## config.mk

```make
export PLATFORM = sky130hd
export DESIGN_NAME = uart_word_arbiter
export DESIGN_NICKNAME = d
export VERILOG_FILES = /design/src/rtl/uart_word_arbiter_pkg.sv /design/src/rtl/uart_word_arbiter_rr.sv /design/src/rtl/uart_word_arbiter.sv
export SDC_FILE = /design/constraint.sdc
export NUM_CORES = 1
export LEC_CHECK = 0
export BUFFER_PORTS_ARGS = -buffer_cell sky130_fd_sc_hd__clkbuf_2
export CAP_MARGIN = 20
export CORE_UTILIZATION = 40
export CTS_BUF_LIST = sky130_fd_sc_hd__clkbuf_2 sky130_fd_sc_hd__clkbuf_4 sky130_fd_sc_hd__clkbuf_8
export DETAILED_ROUTE_END_ITERATION = 7
export GPL_TIMING_DRIVEN = 0
export PLACE_DENSITY = 0.74
export RECOVER_POWER = 50
export SYNTH_ARGS = -nofsm -noshare
export SYNTH_HDL_FRONTEND = slang
export SYNTH_SLANG_ARGS = --single-unit
```

## constraint.sdc

```tcl
create_clock -name clk -period 2.05 [get_ports clk]
set_input_delay 0.41 -clock clk [delete_from_list [all_inputs] [get_ports clk]]
set_output_delay 0.41 -clock clk [all_outputs]
set_load 0.03 [all_outputs]
```

## src/rtl/uart_word_arbiter_pkg.sv

```systemverilog
// Shared constants for the UART word arbiter: FSM encodings, byte width,
// the largest supported requester count and the round-robin pointer step.
package uart_word_arbiter_pkg;

  localparam int BYTE_W   = 8;
  localparam int MAX_NREQ = 8;

  localparam logic [1:0] ST_IDLE = 2'd0;
  localparam logic [1:0] ST_SEND = 2'd1;
  localparam logic [1:0] ST_GAP  = 2'd2;

  // Pointer position just after a granted index, wrapping to 0 past the last requester.
  function automatic logic [2:0] next_ptr(input logic [2:0] g, input int nreq);
    return (int'(g) == nreq - 1) ? 3'd0 : g + 3'd1;
  endfunction

endpackage

```

## src/rtl/uart_word_arbiter_rr.sv

```systemverilog
// Combinational round-robin picker: first asserted request at or after ptr_i,
// wrapping modulo NREQ. The pointer register itself lives in the caller.
module rr_arbiter
  import uart_word_arbiter_pkg::*;
#(
  parameter int NREQ = 2
) (
  input  logic [NREQ-1:0] req_i,
  input  logic [2:0]      ptr_i,
  output logic [NREQ-1:0] gnt_o,
  output logic [2:0]      gnt_idx_o,
  output logic            any_o
);

  logic [MAX_NREQ-1:0] req_pad;
  logic [3:0]          idx;

  // Scan from the farthest candidate back to ptr so the nearest valid index wins last.
  always_comb begin
    req_pad   = MAX_NREQ'(req_i);
    idx       = '0;
    gnt_idx_o = '0;
    any_o     = 1'b0;
    for (int k = NREQ - 1; k >= 0; k--) begin
      idx = {1'b0, ptr_i} + 4'(k);
      if (idx >= 4'(NREQ)) idx = idx - 4'(NREQ);
      if (req_pad[idx[2:0]]) begin
        gnt_idx_o = idx[2:0];
        any_o     = 1'b1;
      end
    end
  end

  // One-hot view of the chosen index.
  always_comb begin
    gnt_o = '0;
    for (int i = 0; i < NREQ; i++) gnt_o[i] = any_o && (gnt_idx_o == 3'(i));
  end

endmodule

```

## src/rtl/uart_word_arbiter.sv

```systemverilog
// Shares one uart_tx byte transmitter between NREQ word producers.
// Round-robin grant, word latched, then sent LSB byte first on the
// uart_tx en/data/busy handshake.
// Build option: define ARB_HEADER_EN to prefix each word with HDR_BASE | grant_id.
//
// Handshakes: a requester holds req_valid until its one-cycle req_ready pulse;
// the word is taken in the cycle where both are high. tx_en is a one-cycle strobe
// issued only while tx_busy is low; tx_data is valid with tx_en and held until the
// next tx_en.
module uart_word_arbiter
  import uart_word_arbiter_pkg::*;
#(
  parameter int         NREQ       = 2,
  parameter int         WORD_BYTES = 4,
  parameter logic [7:0] HDR_BASE   = 8'hA0
) (
  input  logic                           clk,
  input  logic                           rst_n,
  input  logic [NREQ-1:0]                req_valid,
  input  logic [NREQ*BYTE_W*WORD_BYTES-1:0] req_data,
  output logic [NREQ-1:0]                req_ready,
  output logic                           tx_en,
  output logic [7:0]                     tx_data,
  input  logic                           tx_busy,
  output logic [2:0]                     grant_id,
  output logic                           active,
  output logic [1:0]                     dbg_state
);

  localparam int W = BYTE_W * WORD_BYTES;
`ifdef ARB_HEADER_EN
  localparam logic [2:0] LAST = 3'(WORD_BYTES);
`else
  localparam logic [2:0] LAST = 3'(WORD_BYTES - 1);
  logic [7:0] unused_hdr_base;
  assign unused_hdr_base = HDR_BASE;
`endif

  logic [1:0]      state_q, state_d;
  logic [2:0]      ptr_q, ptr_d;
  logic [2:0]      byte_cnt_q, byte_cnt_d;
  logic [W-1:0]    buf_q, buf_d;
  logic [2:0]      grant_q, grant_d;
  logic [7:0]      tx_data_q, tx_data_d;
  logic            live_q;

  logic [NREQ-1:0] gnt;
  logic [2:0]      gnt_idx;
  logic            gnt_any;
  logic [W-1:0]    gnt_word;
  logic [W-1:0]    shifted;
  logic [7:0]      cur_byte;

  rr_arbiter #(.NREQ(NREQ)) u_rr (
    .req_i     (req_valid),
    .ptr_i     (ptr_q),
    .gnt_o     (gnt),
    .gnt_idx_o (gnt_idx),
    .any_o     (gnt_any)
  );

  // Word of the requester currently being granted.
  always_comb begin
    gnt_word = '0;
    for (int i = 0; i < NREQ; i++) if (gnt[i]) gnt_word = req_data[i*W +: W];
  end

  // Byte selected by byte_cnt; with a header, slot 0 is the header.
  always_comb begin
    cur_byte = 8'h00;
    shifted  = '0;
`ifdef ARB_HEADER_EN
    if (byte_cnt_q == 3'd0) begin
      cur_byte = HDR_BASE | {5'b0, grant_q};
    end else begin
      shifted  = buf_q >> {byte_cnt_q - 3'd1, 3'b000};
      cur_byte = shifted[7:0];
    end
`else
    shifted  = buf_q >> {byte_cnt_q, 3'b000};
    cur_byte = shifted[7:0];
`endif
  end

  // FSM next state: grant in IDLE, strobe a byte in SEND, one blind cycle in GAP.
  always_comb begin
    state_d    = state_q;
    ptr_d      = ptr_q;
    byte_cnt_d = byte_cnt_q;
    buf_d      = buf_q;
    grant_d    = grant_q;
    tx_data_d  = tx_data_q;
    req_ready  = '0;
    tx_en      = 1'b0;
    case (state_q)
      ST_IDLE: begin
        // live_q keeps req_ready quiet during and right out of reset.
        if (live_q && gnt_any) begin
          req_ready  = gnt;
          buf_d      = gnt_word;
          grant_d    = gnt_idx;
          ptr_d      = next_ptr(gnt_idx, NREQ);
          byte_cnt_d = '0;
          state_d    = ST_SEND;
        end
      end
      ST_SEND: begin
        if (!tx_busy) begin
          tx_en     = 1'b1;
          tx_data_d = cur_byte;
          state_d   = ST_GAP;
        end
      end
      ST_GAP: begin
        // tx_busy rises a cycle after tx_en, so it is not consulted here.
        if (byte_cnt_q == LAST) begin
          state_d = ST_IDLE;
        end else begin
          byte_cnt_d = byte_cnt_q + 3'd1;
          state_d    = ST_SEND;
        end
      end
      default: state_d = ST_IDLE;
    endcase
  end

  // State registers; reset drops any word in flight.
  always_ff @(posedge clk or negedge rst_n) begin
    if (!rst_n) begin
      state_q    <= ST_IDLE;
      ptr_q      <= '0;
      byte_cnt_q <= '0;
      buf_q      <= '0;
      grant_q    <= '0;
      tx_data_q  <= '0;
      live_q     <= 1'b0;
    end else begin
      state_q    <= state_d;
      ptr_q      <= ptr_d;
      byte_cnt_q <= byte_cnt_d;
      buf_q      <= buf_d;
      grant_q    <= grant_d;
      tx_data_q  <= tx_data_d;
      live_q     <= 1'b1;
    end
  end

  assign tx_data   = tx_en ? cur_byte : tx_data_q;
  assign grant_id  = grant_q;
  assign active    = (state_q != ST_IDLE);
  assign dbg_state = state_q;

endmodule

```

==> metrics.md <==
| Metric | Value |
|---|---|
| Starting Density | `42.4%` |
| Fin Setup TNS | `-13.12 ns` |
| Non-Filler Instances | `467` |
| Post-synth EDFFs | `0` |
| Post-layout util | `64.1%` |
| Layout cells sized above 1 | `51.5%` |
| Slew Limit Fails | `0` |
| GR Overflow Total | `0` |
| GP Congestion | `0.843` |
| Peak VDD IR | `268 µV` |
| Vias per inst | `5.84` |
| Clock Skews | `0.00254 ns` |
| Worst-Skew Late Latency | `0.31 ns` |
| Cells after Synth | `251` |
| Antenna viol nets, final | `0` |
| Switching pwr | `625 µW` |
| Syn nets | `327` |
| Commonest non-fill, non-tap cell in the layout | `clkbuf_2` |
| DRC viols | `4` |
| Commonest non-fill, non-tap cells in the layout | `clkbuf_2 (76), dfrtp_1 (50), nand2_1 (37)` |
| Outcome | `finished, violations left` |
| CTS Hold Bufs | `0` |
| Clock Path Buffers | `2` |
| Synth unique cells | `40` |
| RSZ-0062 raised after global routing | `yes` |
| Hpwl dp | `5.52 mm` |
| Root buf cell | `clkbuf_8` |
| CP Capture Type | `output pin` |
| Switching Fraction | `28.6%` |
| Final Power | `2.19 mW` |
| Cell taking the most area after synthesis | `dfrtp_1` |
| Yosys top cell area share | `47.3%` |
| Final setup viols | `46` |
| Port Buffers | `85` |
| Type of the worst setup path | `flip-flop to output pin` |
| Gr usage total | `24.4%` |
| Failing checks | `design-rule violations, negative setup slack` |
| # diodes | `0` |
| # IOs | `86` |
| Die area | `7220 µm²` |
| Core area | `6490 µm²` |
| Vert. Die Dim | `85.0 µm` |
| PwrDens | `525 nW/µm²` |
| Tmin final | `2.54 ns` |
| Htree depth | `2` |
| P&R area growth vs syn | `51.2%` |
| Clk slew on worst S/H paths | `0.09 ns` |
| First-pass GRT wire length | `13.3 mm` |
| FP Rows | `29` |
| Post-synthesis instance area | `2750 µm²` |
| Clock Sinks | `52` |
| Number of max-cap violations | `0` |
| Ranking of synthesized cells by area | `dfrtp_1 (47%), a221o_1 (12%), mux4_2 (6.5%)` |
| Worst Hold Class | `input port to flip-flop` |
| WL/cell | `19.0 µm` |
| Clock power share | `27.7%` |
| Fmax | `394 MHz` |
| Total CTS buffers | `5` |
| Leak | `2.03 nW` |
| Seq pwr share | `51.7%` |
| CTS tree | `yes` |
| Worst-margin pin slew | `1.36 ns` |
| Element type at the critical path start | `flip-flop` |
| Routed WL | `8.85 mm` |
| Crit path max fanout | `4` |
| Iter 0 DRT Violations | `251` |
| Initial antenna violation count | `0` |
| Syn Area/Cell | `11.0 µm²` |
| Hold Fails Final Rpt | `0` |
| Nets | `465` |
| Critical Path AT | `2.13 ns` |
| Die width | `85.0 µm` |
| Req. time, crit path | `1.64 ns` |
| First-pass DRT Iterations | `7` |
| Post-synth ARST share | `100%` |
| Seq/Total Area, Yosys | `47.3%` |
| Vias in the first global route | `2612` |
| Synth Flop Type | `dfrtp_1` |
| Synth warnings | `0` |
| Vias | `2725` |
| Gate power share | `20.7%` |
| Max-Slew Margin vs Limit | `9.62%` |
| Final WS setup | `-0.488 ns` |
| Final period utilization | `124%` |
| Int Pwr | `1.56 mW` |
| Placed Instances | `414` |
| Largest net degree at the start of global routing | `28` |
| Count of state elements after synthesis | `52` |
## sequential cells by signal, indices dropped and copies added (netlist names)
| name | cells |
|---|---|
| ptr_q | 3 |
| byte_cnt_q | 3 |
| tx_data_q | 8 |
| grant_id | 3 |
| dbg_state | 2 |
| live_q | 1 |
| buf_q | 32 |
## critical path, cell delays in order, from the launching register on
cell and delay (ns):
dfrtp_2 0.45, buf_12 0.14, buf_4 0.14, or4b_4 0.53, nand4_1 0.20, a21boi_4 0.10
buf_6 0.13, buf_8 0.12
## Yosys cell counts, types with 3 or more instances
master,n
dfrtp_1,52
inv_1,10
nand2_1,38
ha_1,7
clkbuf_1,6
a22o_1,8
a21oi_1,34
buf_6,7
mux4_2,8
a221o_1,32
buf_2,8
nor2_1,5
o21ai_1,3
## logic make-up after synthesis
kind of cell,share of synthesized area [%]
AOI/OAI and AO/OA,25.5
muxes,6.54
adders and majority gates,3.18
xor gates and xnor gates,0.318
buffers and inverters,6.77
DFF,47.3
and+or+nand+nor,10.3
other,0.136
## through the flow
stage	area, µm²	hold slack (ns)	worst slack (ns)
floorplan	2810	0.114	-0.00893
global placement	3330	0.471	-0.409
detailed placement	3350	0.475	-0.459
CTS	3940	0.142	-0.397
global route	4160	0.330	-0.571
finish	4160	0.328	-0.488
## area by class of cell
| type | instances | area [µm²] |
|---|---|---|
| multi-input combinational | 167 | 1470 |
| timing repair buffer | 132 | 961 |
| buffer | 21 | 198 |
| clock inverter | 2 | 10.0 |
| clock buffer | 6 | 82.6 |
| tap | 77 | 96.3 |
| fill | 475 | 2330 |
| inverter | 10 | 40.0 |
| sequential | 52 | 1300 |
## power by group through the flow
stage	sequential, mW	combinational, mW	clock (mW)
3_3_place_gp	1.10	0.413	0
2_1_floorplan	1.11	0.256	0
4_1_cts	1.13	0.439	0.610
3_5_place_dp	1.10	0.429	0
6_report	1.13	0.452	0.606
5_1_grt	1.14	0.508	0.648
## timing repair
item,4_1_cts,5_1_grt
pin swaps,11,27
endpoints found under the setup margin,47,50
gates cloned,4,0
buffers inserted,27,17
gates resized for setup,58,27
## worst paths after layout
check	slack, ns	endpoint	cells past startpoint	startpoint
max reg2reg	-0.37	buf_q[8]	11	ptr_q[0]
min	0.33	buf_q[21]	2	req_data[21]
min reg2reg	0.52	grant_id[2]	1	grant_id[2]
max	-0.49	req_ready[0]	7	ptr_q[1]
min in group asynchronous	0.38	grant_id[2]	1	rst_n
max in group asynchronous	0.26	ptr_q[1]	2	rst_n
## per-layer routing
metal  up-vias  share of wire (%)  GRT usage [%]  routed length [µm]
met3        23                6.5           3.31                 575
li1       1222                  -              -                   -
met2       149                 50           41.4                4440
met5         -                  0              0                   0
met4         0                2.6           9.24                 228
met1      1331                 41           31.8                3610
(Power assumes the default switching activity.)
